File: config.mk
export PLATFORM = sky130hd
export DESIGN_NAME = gbp_update_ctrl
export DESIGN_NICKNAME = d
export VERILOG_FILES = /design/src/rtl/gbp_update_ctrl.sv
export SDC_FILE = /design/constraint.sdc
export NUM_CORES = 1
export LEC_CHECK = 0
export ABC_AREA = 1
export BUFFER_PORTS_ARGS = -buffer_cell sky130_fd_sc_hd__buf_4
export CAP_MARGIN = 20
export CORE_MARGIN = 3
export CORE_UTILIZATION = 30
export CTS_BUF_LIST = sky130_fd_sc_hd__clkbuf_2 sky130_fd_sc_hd__clkbuf_4 sky130_fd_sc_hd__clkbuf_8
export DETAILED_ROUTE_END_ITERATION = 12
export MAX_ROUTING_LAYER = met4
export PLACE_DENSITY = 0.46
export SETUP_SLACK_MARGIN = 0.2
export SLEW_MARGIN = 10
export SYNTH_ARGS = -nofsm -noshare
export SYNTH_HDL_FRONTEND = slang
export SYNTH_SLANG_ARGS = --single-unit
File: constraint.sdc
create_clock -name clk_i -period 15.4 [get_ports clk_i]
set_input_delay 1.54 -clock clk_i [delete_from_list [all_inputs] [get_ports clk_i]]
set_output_delay 1.54 -clock clk_i [all_outputs]
set_load 0.02 [all_outputs]
File: src/rtl/gbp_update_ctrl.sv
// -----------------------------------------------------------------------------
// gbp_update_ctrl
//
// In-order retirement buffer that feeds the global branch predictor's update
// port. Every dispatched conditional branch gets an entry. The entry captures
// the branch PC, the predicted direction and the predictor metadata index.
// The execute stage then resolves entries by tag, in any order. Entries retire
// strictly in program order, at most one per cycle. Each retire produces one
// registered predictor update.
//
// Optional feature (compile-time macro GBP_UPD_MISPRED_CNT_EN):
//   adds a saturating 32-bit mispredict counter on mispred_cnt_o. Only reset
//   clears it; flush does not.
//
// Ports:
//   clk_i, rst_ni          clock, synchronous active-low reset
//   flush_i                squash all outstanding entries
//   debug_mode_i           retire without raising update_valid_o
//   pred_valid_i/ready_o   allocation handshake; pred_id_o is the tag issued
//   pred_pc_i, pred_taken_i, pred_index_i   prediction payload
//   resolve_valid_i, resolve_id_i, resolve_taken_i   out-of-order resolution
//   update_valid_o, update_pc_o, update_taken_o, update_index_o, mispredict_o
//                          registered predictor update, one pulse per retire
//   count_o                number of occupied entries
// -----------------------------------------------------------------------------
module gbp_update_ctrl #(
  parameter int VLEN       = 64,
  parameter int INDEX_BITS = 10,
  parameter int DEPTH      = 8,
  parameter int ID_W       = $clog2(DEPTH)
) (
  input  logic                  clk_i,
  input  logic                  rst_ni,
  input  logic                  flush_i,
  input  logic                  debug_mode_i,
  input  logic                  pred_valid_i,
  output logic                  pred_ready_o,
  input  logic [VLEN-1:0]       pred_pc_i,
  input  logic                  pred_taken_i,
  input  logic [INDEX_BITS-1:0] pred_index_i,
  output logic [ID_W-1:0]       pred_id_o,
  input  logic                  resolve_valid_i,
  input  logic [ID_W-1:0]       resolve_id_i,
  input  logic                  resolve_taken_i,
  output logic                  update_valid_o,
  output logic [VLEN-1:0]       update_pc_o,
  output logic                  update_taken_o,
  output logic [INDEX_BITS-1:0] update_index_o,
  output logic                  mispredict_o,
  output logic [ID_W:0]         count_o
`ifdef GBP_UPD_MISPRED_CNT_EN
  ,
  output logic [31:0]           mispred_cnt_o
`endif
);

  typedef enum logic [1:0] {
    ST_FREE     = 2'd0,
    ST_PENDING  = 2'd1,
    ST_RESOLVED = 2'd2
  } entry_state_e;

  localparam logic [ID_W:0] FULL_CNT = (ID_W+1)'(DEPTH);

  entry_state_e          state_q      [DEPTH];
  logic [VLEN-1:0]       pc_q         [DEPTH];
  logic                  pred_taken_q [DEPTH];
  logic                  act_taken_q  [DEPTH];
  logic [INDEX_BITS-1:0] index_q      [DEPTH];

  logic [ID_W-1:0] head_q;
  logic [ID_W-1:0] tail_q;
  logic [ID_W:0]   count_q;

  logic alloc;
  logic resolve_hit;
  logic retire;

  // Ready looks only at the registered count. A retire in the same cycle
  // does not open a slot until the next cycle.
  assign pred_ready_o = (count_q != FULL_CNT);
  assign pred_id_o    = tail_q;
  assign count_o      = count_q;

  assign alloc = pred_valid_i && pred_ready_o && !flush_i;

  // Only a PENDING entry can resolve. The tail entry is FREE, so a resolve
  // aimed at the slot being allocated this cycle is dropped here as well.
  assign resolve_hit = resolve_valid_i && !flush_i &&
                       (state_q[resolve_id_i] == ST_PENDING);

  // The head can retire only while it is RESOLVED. A resolve on the head
  // therefore retires one edge later.
  assign retire = !flush_i && (state_q[head_q] == ST_RESOLVED);

  // Entry state and pointers.
  // NOTE: sequential state uses non-blocking (<=) so every register samples
  // the pre-edge values; blocking here would create order-dependent races.
  always_ff @(posedge clk_i) begin
    if (!rst_ni || flush_i) begin
      for (int i = 0; i < DEPTH; i++) state_q[i] <= ST_FREE;
      head_q  <= '0;
      tail_q  <= '0;
      count_q <= '0;
    end else begin
      // alloc, resolve and retire always target distinct slots: the tail is
      // FREE, a resolve needs PENDING, and a retire needs RESOLVED.
      if (alloc)       state_q[tail_q]       <= ST_PENDING;
      if (resolve_hit) state_q[resolve_id_i] <= ST_RESOLVED;
      if (retire)      state_q[head_q]       <= ST_FREE;

      if (alloc)  tail_q <= tail_q + ID_W'(1);
      if (retire) head_q <= head_q + ID_W'(1);

      unique case ({alloc, retire})
        2'b10:   count_q <= count_q + (ID_W+1)'(1);
        2'b01:   count_q <= count_q - (ID_W+1)'(1);
        default: count_q <= count_q;
      endcase
    end
  end

  // Entry payload.
  // NOTE: the payload storage is deliberately not reset. An entry's fields
  // are always written when the entry becomes PENDING or RESOLVED, before
  // anything reads them. Keeping reset off lets the storage map onto plain
  // memory.
  always_ff @(posedge clk_i) begin
    if (alloc) begin
      pc_q[tail_q]         <= pred_pc_i;
      pred_taken_q[tail_q] <= pred_taken_i;
      index_q[tail_q]      <= pred_index_i;
    end
    if (resolve_hit) act_taken_q[resolve_id_i] <= resolve_taken_i;
  end

  // Registered predictor update. The data fields hold their last loaded
  // value; only the valid bit is cleared between retires.
  always_ff @(posedge clk_i) begin
    if (!rst_ni) begin
      update_valid_o <= 1'b0;
      update_pc_o    <= '0;
      update_taken_o <= 1'b0;
      update_index_o <= '0;
      mispredict_o   <= 1'b0;
    end else if (flush_i) begin
      update_valid_o <= 1'b0;
    end else begin
      // A retire in debug mode still frees the entry, but the predictor does
      // not train on it.
      update_valid_o <= retire && !debug_mode_i;
      if (retire) begin
        update_pc_o    <= pc_q[head_q];
        update_taken_o <= act_taken_q[head_q];
        update_index_o <= index_q[head_q];
        mispredict_o   <= act_taken_q[head_q] ^ pred_taken_q[head_q];
      end
    end
  end

`ifdef GBP_UPD_MISPRED_CNT_EN
  logic [31:0] mispred_cnt_q;

  // Counts the mispredict updates that are visible on the port. It saturates
  // instead of wrapping, and a flush leaves it untouched.
  always_ff @(posedge clk_i) begin
    if (!rst_ni) begin
      mispred_cnt_q <= '0;
    end else if (update_valid_o && mispredict_o && (mispred_cnt_q != 32'hFFFF_FFFF)) begin
      mispred_cnt_q <= mispred_cnt_q + 32'd1;
    end
  end

  assign mispred_cnt_o = mispred_cnt_q;
`endif

endmodule
==> impl_metrics.xml, run 1 <==
<?xml version="1.0" encoding="UTF-8"?>
<metrics>
  <group name="clock_tree">
    <metric name="cts-htree-levels" unit="">3</metric>
    <metric name="cts.path.max_buffers" unit="">3</metric>
    <metric name="cts.root.buffer_cell" unit="">sky130_fd_sc_hd__clkbuf_8</metric>
    <metric name="cts_post_setup_buffers_inserted" unit="">0</metric>
    <metric name="cts_inserted_buffers" unit="">115</metric>
    <metric name="clkTransAtPathRegs" unit="ns">0.06</metric>
    <metric name="post_cts_hold_buffer_count" unit="">0</metric>
    <metric name="clock_tree_from_tritoncts" unit="">done</metric>
    <metric name="post_cts.resized_instances" unit="">0</metric>
    <metric name="clock_latency" unit="ns">0.71</metric>
    <metric name="clock-sinks" unit="">714</metric>
  </group>
  <group name="sta">
    <metric name="setup_viol" unit="">0</metric>
    <metric name="timing.final.crit_period" unit="ns">4.065</metric>
    <metric name="tightest_slew" unit="ns">1.060</metric>
    <metric name="finalMaxSlewViolations" unit="">0</metric>
    <metric name="grt_setup_unrepaired" unit="">false</metric>
    <metric name="tns" unit="ns">0</metric>
    <metric name="fmax" unit="MHz">246.0</metric>
    <metric name="final_min_period_over_clock_period" unit="%">26.39</metric>
    <metric name="timing.slew.headroom" unit="%">29.20</metric>
    <metric name="hold_violations" unit="">0</metric>
    <metric name="hold-worst-slack" unit="ns">0.4943</metric>
    <metric name="finalClockSkew" unit="ns">0.04580</metric>
  </group>
  <group name="place">
    <metric name="placed_area" unit="sq um">28520</metric>
    <metric name="placement.io_buffers" unit="">169</metric>
    <metric name="dpl.hpwl" unit="mm">37.58</metric>
    <metric name="finalWeightedCongestion" unit="">0.8052</metric>
  </group>
  <group name="floorplanning">
    <metric name="floorplan.die_area" unit="sq um">90420</metric>
    <metric name="ios" unit="">170</metric>
    <metric name="core-area" unit="sq um">85680</metric>
    <metric name="die_x" unit="um">300.7</metric>
    <metric name="placementRows" unit="">107</metric>
    <metric name="floorplan.die.height" unit="um">300.7</metric>
    <metric name="floorplan.initialDensity" unit="%">30.41</metric>
  </group>
  <group name="logic_synthesis">
    <metric name="synthesis.area_per_instance" unit="sq um">14.18</metric>
    <metric name="synth-seq-area-share" unit="%">78.22</metric>
    <metric name="synth.yosys.warnings" unit="">0</metric>
    <metric name="synth_cells" unit="">1837</metric>
    <metric name="ys_ff_latch" unit="">714</metric>
    <metric name="synth_top_area_cell" unit="">sky130_fd_sc_hd__edfxtp_1</metric>
    <metric name="netlist_area" unit="sq um">26050</metric>
    <metric name="synth_area_leaders" unit="">sky130_fd_sc_hd__edfxtp_1, sky130_fd_sc_hd__dfxtp_1, sky130_fd_sc_hd__nand2_1</metric>
    <metric name="synthDominantCellAreaShare" unit="%">70.08</metric>
    <metric name="post_synth_num_cell_types" unit="">38</metric>
    <metric name="synthesis.nets" unit="">1926</metric>
  </group>
  <group name="outcome">
    <metric name="outcome" unit="">complete, no violations</metric>
  </group>
  <group name="global_routing">
    <metric name="grt-ovfl-total" unit="">0</metric>
    <metric name="global_route.usage.met2" unit="%">25.53</metric>
    <metric name="number_of_global_route_vias_before_repair" unit="">16094</metric>
    <metric name="gr-usage-all-layers" unit="%">16.00</metric>
    <metric name="globalRouteMet1Util" unit="%">20.24</metric>
    <metric name="grt_max_degree" unit="">85</metric>
    <metric name="initial_antenna_violation_count" unit="">13</metric>
    <metric name="global_route.peak_usage_layer" unit="">met2</metric>
    <metric name="grt_first_pass_wirelength" unit="mm">104.8</metric>
    <metric name="use_met3" unit="%">3.872</metric>
  </group>
  <group name="final_layout">
    <metric name="finalInstanceArea" unit="sq um">30940</metric>
    <metric name="share_of_final_layout_standard_cells_stronger_than_drive_strength_1" unit="%">19.63</metric>
    <metric name="post-route-util" unit="%">36.11</metric>
    <metric name="finish.net_count" unit="">2142</metric>
    <metric name="syn2layout_area_growth" unit="%">18.74</metric>
    <metric name="fillers" unit="">8302</metric>
  </group>
  <group name="detailed_routing">
    <metric name="vias" unit="">15835</metric>
    <metric name="drc" unit="">0</metric>
    <metric name="detail_route.iter0.violations" unit="">1048</metric>
    <metric name="detailedRoute.firstPassIterationCount" unit="">5</metric>
    <metric name="antenna_violating_nets_remaining" unit="">0</metric>
    <metric name="detailed_route_vias_per_instance" unit="">4.788</metric>
    <metric name="routed_wire_length_per_instance" unit="um">21.49</metric>
    <metric name="postRouteWirelength" unit="mm">71.08</metric>
  </group>
  <group name="power_and_ir_drop">
    <metric name="max-vdd-ir-drop" unit="mV">0.05928</metric>
    <metric name="cell_area_power_density" unit="nW/um^2">123.9</metric>
    <metric name="power.static_leakage" unit="nW">10.77</metric>
    <metric name="total_power_consumption" unit="W">0.003833</metric>
  </group>
  <group name="setup_path">
    <metric name="cp_max_fo" unit="">52</metric>
    <metric name="cp.required" unit="ns">15.69</metric>
    <metric name="start_kind" unit="">input pin</metric>
    <metric name="startpoint_to_endpoint_class_of_the_critical_path" unit="">in2reg</metric>
    <metric name="critPathCaptureType" unit="">flop</metric>
    <metric name="crit_arrival" unit="ns">4.36</metric>
  </group>
  <group name="worst_hold_path">
    <metric name="hold_path.class" unit="">reg2reg</metric>
  </group>
  <group name="flow_run">
    <metric name="maxCapViolCount" unit="">0</metric>
  </group>
</metrics>
[cell type report]
cell class,instances,area (sq um),share of cell area (%)
diodes,13,32.53,0.1052
clock buffers,182,2173,7.025
clock inverters,32,187.7,0.6066
inverters,59,225.2,0.7280
multi-input cells,968,5031,16.26
flip-flops and latches,714,20380,65.87
well taps,1144,1431,4.627
repair buffers,195,1476,4.772
[synthesized netlist by cell type (all sizes together)]
master / n
a211oi: 11
a21oi: 24
a221oi: 65
a22o: 28
a22oi: 43
a31oi: 67
buf: 56
clkbuf: 40
dfxtp: 106
edfxtp: 608
ha: 4
inv: 59
nand2: 434
nand3: 56
nand3b: 1
nand4: 36
nor2: 64
nor3: 14
nor4: 3
o211ai: 2
o21ai: 97
o22ai: 11
o2bb2ai: 4
xnor2: 1
xor2: 3
[critical path, stage by stage]
cell	delay (ns)
sky130_fd_sc_hd__buf_4	0.16
sky130_fd_sc_hd__nor2_1	0.27
sky130_fd_sc_hd__nand2_1	0.49
sky130_fd_sc_hd__nor2_4	0.96
sky130_fd_sc_hd__buf_4	0.85
[flip-flops by register name (all words and copies together), names as in the netlist, 3 cells and up, named ones only]
name	count
index_q	80
head_q	3
count_o	4
update_index_o	10
update_pc_o	64
act_taken_q	8
pc_q	512
pred_taken_q	8
state_q	16
pred_id_o	3
[cell usage in the layout, fill, tap and decap left out, types with 53 or more instances in the layout]
master / count
sky130_fd_sc_hd__dfxtp_1: 106
sky130_fd_sc_hd__nand2_1: 432
sky130_fd_sc_hd__nor2_1: 57
sky130_fd_sc_hd__o21ai_0: 83
sky130_fd_sc_hd__nand3_1: 53
sky130_fd_sc_hd__clkbuf_8: 129
sky130_fd_sc_hd__clkbuf_4: 53
sky130_fd_sc_hd__a31oi_1: 67
sky130_fd_sc_hd__buf_4: 194
sky130_fd_sc_hd__a221oi_1: 64
sky130_fd_sc_hd__edfxtp_1: 608
[metal layers]
layer  vias up  routed length [um]
met3        97                4310
met5         -                   0
met1      7977               31440
li1       7351                   -
met4         0                1355
met2       410               33970
[through the flow]
stage	worst slack [ns]	instances
after global placement	10.59	3079
after floorplan	9.449	1837
after detailed placement	10.56	3079
after global routing	11.13	3307
final	11.34	3307
after CTS	11.33	3293
[power by group]
part | switching [W] | internal, W | leakage, nW
logic | 0.0000500 | 0.0000242 | 3.16
clock network | 0.000734 | 0.000910 | 1.27
registers | 0.00000372 | 0.00211 | 6.35
total | 0.000787 | 0.00305 | 10.8
[cells by family after synthesis]
group                      synth area share (%)
and+or+nand+nor                           9.619
xor gates and xnor gates                 0.1345
DFF                                       78.22
adders and majority gates                0.1921
AOI/OAI and AO/OA                         9.096
buffers and inverters                     2.737
[final timing paths]
path	depth (start not counted)	slack (ns)	endpoint	from
setup / recovery	5	11.34	pc_q[2][28]	flush_i
hold / removal	2	0.49	state_q[4][1]	state_q[4][1]
hold reg to reg	2	0.49	state_q[4][1]	state_q[4][1]
setup reg to reg	7	11.63	pc_q[2][28]	count_o[0]
Note: power is estimated with default switching activity, not from simulation.
==> run 2: changes to the inputs <==
--- a/config.mk
+++ b/config.mk
@@ -13,7 +13,7 @@
 export CTS_BUF_LIST = sky130_fd_sc_hd__clkbuf_2 sky130_fd_sc_hd__clkbuf_4 sky130_fd_sc_hd__clkbuf_8
 export DETAILED_ROUTE_END_ITERATION = 12
 export MAX_ROUTING_LAYER = met4
-export PLACE_DENSITY = 0.46
+export PLACE_DENSITY = 0.48
 export SETUP_SLACK_MARGIN = 0.2
 export SLEW_MARGIN = 10
 export SYNTH_ARGS = -nofsm -noshare
==> constraint.sdc (replaced) <==
create_clock -name clk_i -period 3.6 [get_ports clk_i]
set_input_delay 0.36 -clock clk_i [delete_from_list [all_inputs] [get_ports clk_i]]
set_output_delay 0.36 -clock clk_i [all_outputs]
set_load 0.02 [all_outputs]
==> run 2 against run 1 <==
Net effect:
- flip-flop and latch count did not move
- via count rose by 2.6%
- register-to-register slack got worse by 11 ns
- clock power rose to 4.3 times the previous value
- clock skew fell by 0.019 ns
- critical path depth rose by 2
- setup slack got worse by 11 ns
- power rose to 4.3 times the previous value
- design area rose by 4.0%
- worst hold slack got worse by 0.40 ns
- critical path type is now reg2reg
==> impl_metrics.xml, run 2 (same netlist as run 1, synthesis figures left out) <==
<?xml version="1.0" encoding="UTF-8"?>
<metrics>
  <group name="worst_hold_path">
    <metric name="worst_hold_path.endpoint" unit="">state_q[2][1]</metric>
    <metric name="min_path_cells" unit="">4</metric>
    <metric name="hold_path.class" unit="">in2reg</metric>
    <metric name="worstHoldStart" unit="">resolve_id_i[2]</metric>
  </group>
  <group name="outcome">
    <metric name="outcome" unit="">complete, no violations</metric>
  </group>
  <group name="global_routing">
    <metric name="gr-usage-all-layers" unit="%">16.22</metric>
    <metric name="globalRouteMet1Util" unit="%">21.71</metric>
    <metric name="grt-ovfl-total" unit="">0</metric>
    <metric name="grt_max_degree" unit="">76</metric>
    <metric name="global_route.usage.met2" unit="%">25.45</metric>
    <metric name="use_met3" unit="%">3.079</metric>
    <metric name="grt_first_pass_wirelength" unit="mm">107.1</metric>
    <metric name="initial_antenna_violation_count" unit="">7</metric>
    <metric name="number_of_global_route_vias_before_repair" unit="">16429</metric>
    <metric name="global_route.peak_usage_layer" unit="">met2</metric>
  </group>
  <group name="sta">
    <metric name="timing.slew.headroom" unit="%">48.74</metric>
    <metric name="hold_violations" unit="">0</metric>
    <metric name="tightest_slew" unit="ns">0.7689</metric>
    <metric name="timing.final.crit_period" unit="ns">2.815</metric>
    <metric name="finalMaxSlewViolations" unit="">0</metric>
    <metric name="fmax" unit="MHz">355.3</metric>
    <metric name="finalClockSkew" unit="ns">0.02664</metric>
    <metric name="setup_viol" unit="">0</metric>
    <metric name="tns" unit="ns">0</metric>
    <metric name="final_min_period_over_clock_period" unit="%">78.19</metric>
    <metric name="grt_setup_unrepaired" unit="">false</metric>
  </group>
  <group name="setup_path">
    <metric name="ff2ff_setup_slack" unit="ns">0.79</metric>
    <metric name="start_kind" unit="">flop</metric>
    <metric name="crit_arrival" unit="ns">3.20</metric>
    <metric name="critical_path.startpoint" unit="">count_o[0]</metric>
    <metric name="critPathCaptureType" unit="">flop</metric>
    <metric name="cp.required" unit="ns">3.98</metric>
    <metric name="worst_r2r_endpoint" unit="">pc_q[2][25]</metric>
    <metric name="cp_max_fo" unit="">17</metric>
    <metric name="startpoint_to_endpoint_class_of_the_critical_path" unit="">reg2reg</metric>
    <metric name="worst-r2r-cell-count" unit="">7</metric>
    <metric name="crit-reg2reg-launch" unit="">count_o[0]</metric>
  </group>
  <group name="flow_run">
    <metric name="maxCapViolCount" unit="">0</metric>
  </group>
  <group name="clock_tree">
    <metric name="cts-htree-levels" unit="">3</metric>
    <metric name="clkTransAtPathRegs" unit="ns">0.06</metric>
    <metric name="clock_latency" unit="ns">0.70</metric>
    <metric name="cts.root.buffer_cell" unit="">sky130_fd_sc_hd__clkbuf_8</metric>
    <metric name="post_cts.resized_instances" unit="">0</metric>
    <metric name="cts_inserted_buffers" unit="">112</metric>
    <metric name="cts.path.max_buffers" unit="">3</metric>
    <metric name="clock_tree_from_tritoncts" unit="">done</metric>
    <metric name="clock-sinks" unit="">714</metric>
  </group>
  <group name="detailed_routing">
    <metric name="routed_wire_length_per_instance" unit="um">21.13</metric>
    <metric name="detailedRoute.firstPassIterationCount" unit="">5</metric>
    <metric name="drc" unit="">0</metric>
    <metric name="antenna_violating_nets_remaining" unit="">0</metric>
    <metric name="postRouteWirelength" unit="mm">71.87</metric>
    <metric name="detailed_route_vias_per_instance" unit="">4.775</metric>
    <metric name="vias" unit="">16239</metric>
    <metric name="detail_route.iter0.violations" unit="">1231</metric>
  </group>
  <group name="power_and_ir_drop">
    <metric name="max-vdd-ir-drop" unit="mV">0.2443</metric>
    <metric name="power.static_leakage" unit="nW">11.28</metric>
    <metric name="seq_power_share" unit="%">54.6</metric>
    <metric name="power.combinational.fraction" unit="%">2.5</metric>
    <metric name="cell_area_power_density" unit="nW/um^2">514.7</metric>
    <metric name="switching_share" unit="%">20.44</metric>
    <metric name="clock_power_share" unit="%">42.9</metric>
    <metric name="power_report.internal_total" unit="W">0.01317</metric>
    <metric name="total_switching_power" unit="W">0.003384</metric>
  </group>
  <group name="floorplanning">
    <metric name="ios" unit="">170</metric>
    <metric name="die_x" unit="um">300.7</metric>
    <metric name="floorplan.die_area" unit="sq um">90420</metric>
    <metric name="placementRows" unit="">107</metric>
    <metric name="floorplan.initialDensity" unit="%">30.41</metric>
    <metric name="floorplan.die.height" unit="um">300.7</metric>
    <metric name="core-area" unit="sq um">85680</metric>
  </group>
  <group name="place">
    <metric name="dp.cells" unit="">3100</metric>
    <metric name="finalWeightedCongestion" unit="">0.8941</metric>
    <metric name="dpl.hpwl" unit="mm">40.12</metric>
    <metric name="placement.io_buffers" unit="">169</metric>
  </group>
  <group name="final_layout">
    <metric name="highest_count_cells_in_the_layout_ignoring_fill_and_taps" unit="">sky130_fd_sc_hd__edfxtp_1, sky130_fd_sc_hd__nand2_1, sky130_fd_sc_hd__buf_4, sky130_fd_sc_hd__clkbuf_8, sky130_fd_sc_hd__dfxtp_1</metric>
    <metric name="syn2layout_area_growth" unit="%">23.45</metric>
    <metric name="finish.net_count" unit="">2240</metric>
    <metric name="most_flops_register" unit="">pc_q</metric>
    <metric name="fillers" unit="">8125</metric>
    <metric name="most_frequent_standard_cell_in_the_layout_excluding_fill_and_tap_cells" unit="">sky130_fd_sc_hd__edfxtp_1</metric>
    <metric name="share_of_final_layout_standard_cells_stronger_than_drive_strength_1" unit="%">19.38</metric>
    <metric name="largest_registers" unit="">pc_q (512), index_q (80), update_pc_o (64)</metric>
    <metric name="post-route-util" unit="%">37.54</metric>
    <metric name="finalNonFillerCells" unit="">3401</metric>
    <metric name="flip_flop_count_of_the_largest_register_all_copies_and_words_added" unit="">512</metric>
  </group>
</metrics>
## run 2: cell types whose count changed in the layout (fill, tap and decap cells not counted), sizes merged
cell         delta
bufinv          +1
clkinv          +9
dlygate4sd3    +80
clkbuf          -8
inv             -3
diode           -6
buf            +21
## run 2: critical path, stage by stage (launching register included)
cell and delay, ns:
sky130_fd_sc_hd__dfxtp_1 0.45, sky130_fd_sc_hd__nor2_1 0.10, sky130_fd_sc_hd__nand3_2 0.07, sky130_fd_sc_hd__nand2_1 0.09, sky130_fd_sc_hd__nor2_1 0.26, sky130_fd_sc_hd__nand2_1 0.48
sky130_fd_sc_hd__nor2_4 0.75, sky130_fd_sc_hd__buf_12 0.26
## run 2: power groups by stage
| stage | combinational [W] | sequential [W] | clock (W) |
|---|---|---|---|
| after floorplan | 0.000104 | 0.00922 | 0 |
| after global placement | 0.000328 | 0.00922 | 0 |
| after detailed placement | 0.000336 | 0.00922 | 0 |
| after CTS | 0.000417 | 0.00904 | 0.00731 |
| after global routing | 0.000452 | 0.00904 | 0.00769 |
| final | 0.000411 | 0.00905 | 0.00710 |
## run 2: routing by layer
layer	vias up	wire (um)
li1	7552	-
met1	8128	32970
met2	469	33700
met3	90	4104
met4	0	1090
met5	-	0
## run 2: area by class of cell
class	instances	area, sq um	share of cell area [%]
Antenna cell	7	17.52	0.05446
Tap cell	1144	1431	4.450
Inverter	59	235.2	0.7314
Clock inverter	39	244.0	0.7586
Sequential cell	714	20380	63.36
Timing Repair Buffer	296	2660	8.271
Clock buffer	174	2163	6.726
Multi-Input combinational cell	968	5031	15.64
## run 2: what timing repair did
action,CTS,global route
hold buffers,80,0
buffers inserted,0,0
hold endpoints to repair,615,0
## run 2: worst max path at each step
| stage | endpoint | slack (ns) | depth (start not counted) |
|---|---|---|---|
| CTS | pc_q[2][25] | 0.85 | 7 |
| floorplan | index_q[3][0] | -0.18 | 8 |
| detailed placement | pc_q[2][56] | 0.86 | 7 |
| finish | pc_q[2][25] | 0.79 | 7 |
| global placement | pc_q[2][60] | 0.97 | 7 |
| global route | pc_q[2][25] | 0.66 | 7 |
## run 2: through the flow
step	area, sq um	power [W]	hold WS [ns]	worst slack [ns]
floorplan	26070	0.009329	0.4393	-0.1791
global placement	28930	0.009545	0.5049	0.9745
detailed placement	28930	0.009555	0.5149	0.8604
CTS	32140	0.01677	0.004181	0.8457
global route	32160	0.01718	0.07348	0.6592
finish	32160	0.01655	0.09154	0.7852
==> run 3: changes to the inputs <==
--- a/config.mk
+++ b/config.mk
@@ -5,7 +5,7 @@
 export SDC_FILE = /design/constraint.sdc
 export NUM_CORES = 1
 export LEC_CHECK = 0
-export ABC_AREA = 1
+export ABC_AREA = 0
 export BUFFER_PORTS_ARGS = -buffer_cell sky130_fd_sc_hd__buf_4
 export CAP_MARGIN = 20
 export CORE_MARGIN = 3
@@ -13,7 +13,7 @@
 export CTS_BUF_LIST = sky130_fd_sc_hd__clkbuf_2 sky130_fd_sc_hd__clkbuf_4 sky130_fd_sc_hd__clkbuf_8
 export DETAILED_ROUTE_END_ITERATION = 12
 export MAX_ROUTING_LAYER = met4
-export PLACE_DENSITY = 0.48
+export PLACE_DENSITY = 0.46
 export SETUP_SLACK_MARGIN = 0.2
 export SLEW_MARGIN = 10
 export SYNTH_ARGS = -nofsm -noshare
==> constraint.sdc (replaced) <==
create_clock -name clk_i -period 3 [get_ports clk_i]
set_input_delay 0.3 -clock clk_i [delete_from_list [all_inputs] [get_ports clk_i]]
set_output_delay 0.3 -clock clk_i [all_outputs]
set_load 0.02 [all_outputs]
==> run 3 against run 2 <==
Net effect:
- flip-flop and latch count stayed put
- fmax is 3.7% higher
- critical endpoint is now count_o[2]
- highest routed layer unchanged
- largest power group unchanged
- via count hardly changed
- clock skew is 0.013 ns higher
- final cell count is 4.4% lower
- synthesized cell count is 11% lower
- global-route usage is 0.74 points higher
- utilization is 0.33 points higher
- critical path type unchanged
- power is 22% higher
==> impl_metrics.xml, run 3 <==
<?xml version="1.0" encoding="UTF-8"?>
<metrics>
  <group name="floorplanning">
    <metric name="core-area" unit="sq um">89190</metric>
    <metric name="floorplan.die_area" unit="sq um">94450</metric>
    <metric name="floorplan.die.height" unit="um">307.3</metric>
    <metric name="placementRows" unit="">109</metric>
    <metric name="floorplan.initialDensity" unit="%">30.54</metric>
    <metric name="die_x" unit="um">307.3</metric>
    <metric name="ios" unit="">170</metric>
  </group>
  <group name="logic_synthesis">
    <metric name="netlist_area" unit="sq um">27240</metric>
    <metric name="synth_top_area_cell" unit="">sky130_fd_sc_hd__edfxtp_1</metric>
    <metric name="count_of_flip_flops_with_a_built_in_enable_after_synthesis" unit="">608</metric>
    <metric name="post_synth_num_cell_types" unit="">64</metric>
    <metric name="ys_dominant_reg_cell" unit="">sky130_fd_sc_hd__edfxtp_1</metric>
    <metric name="synthesis.area_per_instance" unit="sq um">16.65</metric>
    <metric name="synthesis.nets" unit="">1725</metric>
    <metric name="synthArstFlopShare" unit="%">0</metric>
    <metric name="synth-seq-area-share" unit="%">74.82</metric>
    <metric name="synthDominantCellAreaShare" unit="%">67.02</metric>
    <metric name="synth.yosys.warnings" unit="">0</metric>
    <metric name="post-synth-top-count-cell" unit="">sky130_fd_sc_hd__edfxtp_1</metric>
    <metric name="synth_cells" unit="">1636</metric>
    <metric name="yosys-top-cells-count" unit="">sky130_fd_sc_hd__edfxtp_1, sky130_fd_sc_hd__dfxtp_1, sky130_fd_sc_hd__nor2_1, sky130_fd_sc_hd__mux2_2, sky130_fd_sc_hd__o21ai_0</metric>
    <metric name="ys_ff_latch" unit="">714</metric>
    <metric name="synth_area_leaders" unit="">sky130_fd_sc_hd__edfxtp_1, sky130_fd_sc_hd__dfxtp_1, sky130_fd_sc_hd__mux2_2</metric>
  </group>
  <group name="global_routing">
    <metric name="gr-usage-all-layers" unit="%">16.97</metric>
    <metric name="initial_antenna_violation_count" unit="">7</metric>
    <metric name="grt-ovfl-total" unit="">0</metric>
    <metric name="grt_max_degree" unit="">155</metric>
    <metric name="grt_first_pass_wirelength" unit="mm">115.7</metric>
    <metric name="number_of_global_route_vias_before_repair" unit="">16809</metric>
  </group>
  <group name="power_and_ir_drop">
    <metric name="power.static_leakage" unit="nW">11.37</metric>
    <metric name="max-vdd-ir-drop" unit="mV">0.3004</metric>
    <metric name="total_power_consumption" unit="W">0.02016</metric>
    <metric name="cell_area_power_density" unit="nW/um^2">596.7</metric>
  </group>
  <group name="clock_tree">
    <metric name="cts_post_setup_buffers_inserted" unit="">0</metric>
    <metric name="cts.root.buffer_cell" unit="">sky130_fd_sc_hd__clkbuf_8</metric>
    <metric name="clock_latency" unit="ns">0.72</metric>
    <metric name="cts_inserted_buffers" unit="">118</metric>
    <metric name="cts.path.max_buffers" unit="">3</metric>
    <metric name="clkTransAtPathRegs" unit="ns">0.07</metric>
    <metric name="clock_tree_from_tritoncts" unit="">done</metric>
    <metric name="cts-htree-levels" unit="">3</metric>
    <metric name="clock-sinks" unit="">714</metric>
  </group>
  <group name="sta">
    <metric name="timing.final.crit_period" unit="ns">2.714</metric>
    <metric name="grt_setup_unrepaired" unit="">false</metric>
    <metric name="final_min_period_over_clock_period" unit="%">90.46</metric>
    <metric name="hold_violations" unit="">0</metric>
    <metric name="finalClockSkew" unit="ns">0.04003</metric>
    <metric name="tightest_slew" unit="ns">1.006</metric>
    <metric name="finalMaxSlewViolations" unit="">0</metric>
    <metric name="setup_viol" unit="">0</metric>
    <metric name="timing.slew.headroom" unit="%">32.68</metric>
    <metric name="fmax" unit="MHz">368.5</metric>
  </group>
  <group name="final_layout">
    <metric name="largest_registers" unit="">pc_q (512), index_q (80), update_pc_o (64)</metric>
    <metric name="most_flops_register" unit="">pc_q</metric>
    <metric name="syn2layout_area_growth" unit="%">24.00</metric>
    <metric name="most_frequent_standard_cell_in_the_layout_excluding_fill_and_tap_cells" unit="">sky130_fd_sc_hd__edfxtp_1</metric>
    <metric name="flip_flop_count_of_the_largest_register_all_copies_and_words_added" unit="">512</metric>
    <metric name="share_of_final_layout_standard_cells_stronger_than_drive_strength_1" unit="%">28.72</metric>
    <metric name="finish.net_count" unit="">2063</metric>
    <metric name="fillers" unit="">8356</metric>
    <metric name="post-route-util" unit="%">37.87</metric>
    <metric name="highest_count_cells_in_the_layout_ignoring_fill_and_taps" unit="">sky130_fd_sc_hd__edfxtp_1, sky130_fd_sc_hd__buf_4, sky130_fd_sc_hd__clkbuf_8, sky130_fd_sc_hd__dfxtp_1, sky130_fd_sc_hd__dlygate4sd3_1</metric>
    <metric name="finalNonFillerCells" unit="">3251</metric>
  </group>
  <group name="flow_run">
    <metric name="maxCapViolCount" unit="">0</metric>
  </group>
  <group name="place">
    <metric name="placement.io_buffers" unit="">169</metric>
    <metric name="dpl.hpwl" unit="mm">45.27</metric>
    <metric name="dp.cells" unit="">2936</metric>
    <metric name="finalWeightedCongestion" unit="">0.7688</metric>
  </group>
  <group name="detailed_routing">
    <metric name="antenna_violating_nets_remaining" unit="">0</metric>
    <metric name="vias" unit="">16255</metric>
    <metric name="detailed_route_vias_per_instance" unit="">5.000</metric>
    <metric name="drc" unit="">0</metric>
    <metric name="detailedRoute.firstPassIterationCount" unit="">5</metric>
    <metric name="routed_wire_length_per_instance" unit="um">24.18</metric>
    <metric name="postRouteWirelength" unit="mm">78.61</metric>
    <metric name="detail_route.iter0.violations" unit="">1251</metric>
  </group>
  <group name="setup_path">
    <metric name="startpoint_to_endpoint_class_of_the_critical_path" unit="">reg2reg</metric>
    <metric name="cp_max_fo" unit="">9</metric>
    <metric name="crit_arrival" unit="ns">3.37</metric>
    <metric name="cp.required" unit="ns">3.65</metric>
    <metric name="critPathCaptureType" unit="">flop</metric>
    <metric name="start_kind" unit="">flop</metric>
  </group>
  <group name="outcome">
    <metric name="outcome" unit="">complete, no violations</metric>
  </group>
  <group name="worst_hold_path">
    <metric name="hold_path.class" unit="">in2reg</metric>
  </group>
</metrics>
-- run 3: cell types whose count changed in the layout (fill, tap and decap cells not counted), moves of 23 or more --
cell	previous run	this run
sky130_fd_sc_hd__mux2_2	0	76
sky130_fd_sc_hd__nand2_1	432	66
sky130_fd_sc_hd__a31oi_1	67	2
sky130_fd_sc_hd__mux2i_1	0	68
sky130_fd_sc_hd__inv_1	47	12
sky130_fd_sc_hd__nand3_1	53	11
sky130_fd_sc_hd__a22o_1	28	1
sky130_fd_sc_hd__mux4_2	0	30
sky130_fd_sc_hd__a221o_1	0	40
sky130_fd_sc_hd__a311oi_1	0	23
sky130_fd_sc_hd__nand4_1	36	4
sky130_fd_sc_hd__buf_4	197	223
sky130_fd_sc_hd__a21oi_1	24	65
-- run 3: worst paths after layout --
check	depth (start not counted)	slack, ns	to	start
max reg2reg	10	0.29	count_o[2]	state_q[4][1]
max	10	0.29	count_o[2]	state_q[4][1]
min reg2reg	2	0.50	update_pc_o[31]	update_pc_o[31]
min	4	0.1	state_q[1][1]	resolve_id_i[2]
-- run 3: worst max-delay path, stage by stage (launching register included) --
cell	delay [ns]
sky130_fd_sc_hd__dfxtp_1	0.35
sky130_fd_sc_hd__nor2b_1	0.15
sky130_fd_sc_hd__mux4_2	0.51
sky130_fd_sc_hd__a22oi_4	0.25
sky130_fd_sc_hd__inv_6	0.06
sky130_fd_sc_hd__ha_4	0.18
sky130_fd_sc_hd__xor2_1	0.16
sky130_fd_sc_hd__ha_2	0.19
sky130_fd_sc_hd__or4b_4	0.50
sky130_fd_sc_hd__a32oi_1	0.16
sky130_fd_sc_hd__nand3b_1	0.12
-- run 3: per-layer routing --
metal | share of wire, % | vias to the layer above | track usage (%)
met4 | 1.3 | 0 | 4.054
met5 | 0 | - | -
met1 | 46 | 8450 | 22.99
met2 | 48 | 414 | 26.71
li1 | - | 7297 | -
met3 | 4.9 | 94 | 2.909
-- run 3: repair_timing --
action,4_1_cts,5_1_grt
pin swaps,0,1
resized for setup,1,0
endpoints found under the hold margin,633,0
endpoints found under the setup margin,1,1
hold buffers,83,0
-- run 3: layout make-up --
| class | count | area [sq um] | share of cell area, % |
|---|---|---|---|
| clock inverter | 35 | 187.7 | 0.5556 |
| multi-input combinational | 795 | 6389 | 18.91 |
| inverter | 16 | 65.06 | 0.1926 |
| sequential | 714 | 20400 | 60.40 |
| timing repair buffer | 329 | 2965 | 8.779 |
| clock buffer | 190 | 2296 | 6.797 |
| antenna | 7 | 17.52 | 0.05186 |
| tap | 1165 | 1458 | 4.315 |
-- run 3: logic make-up after synthesis --
family | Yosys count | synth area share [%]
DFF | 714 | 74.82
and+or+nand+nor | 248 | 4.428
adders and majority gates | 4 | 0.1837
muxes | 174 | 8.121
buffers and inverters | 127 | 2.278
xor gates and xnor gates | 5 | 0.1608
AOI/OAI and AO/OA | 364 | 10.01
-- run 3: where the power goes --
group / internal, W / total, W / switching, W / leakage (nW)
clock: 0.00492 / 0.00877 / 0.00385 / 1.32
sequential: 0.0108 / 0.0108 / 0.0000180 / 6.35
combinational: 0.000232 / 0.000542 / 0.000310 / 3.69
total: 0.0160 / 0.0202 / 0.00418 / 11.4
-- run 3: stage by stage --
stage | cell area [sq um] | worst slack [ns] | TNS, ns | hold WS [ns]
2_1_floorplan | 27370 | -0.4140 | -52.11 | 0.3758
3_3_place_gp | 30440 | 0.1821 | 0 | 0.4776
3_5_place_dp | 30440 | 0.1929 | 0 | 0.4739
4_1_cts | 33760 | 0.2552 | 0 | 0.004964
5_1_grt | 33780 | 0.2011 | 0 | 0.06119
6_report | 33780 | 0.2862 | 0 | 0.09897
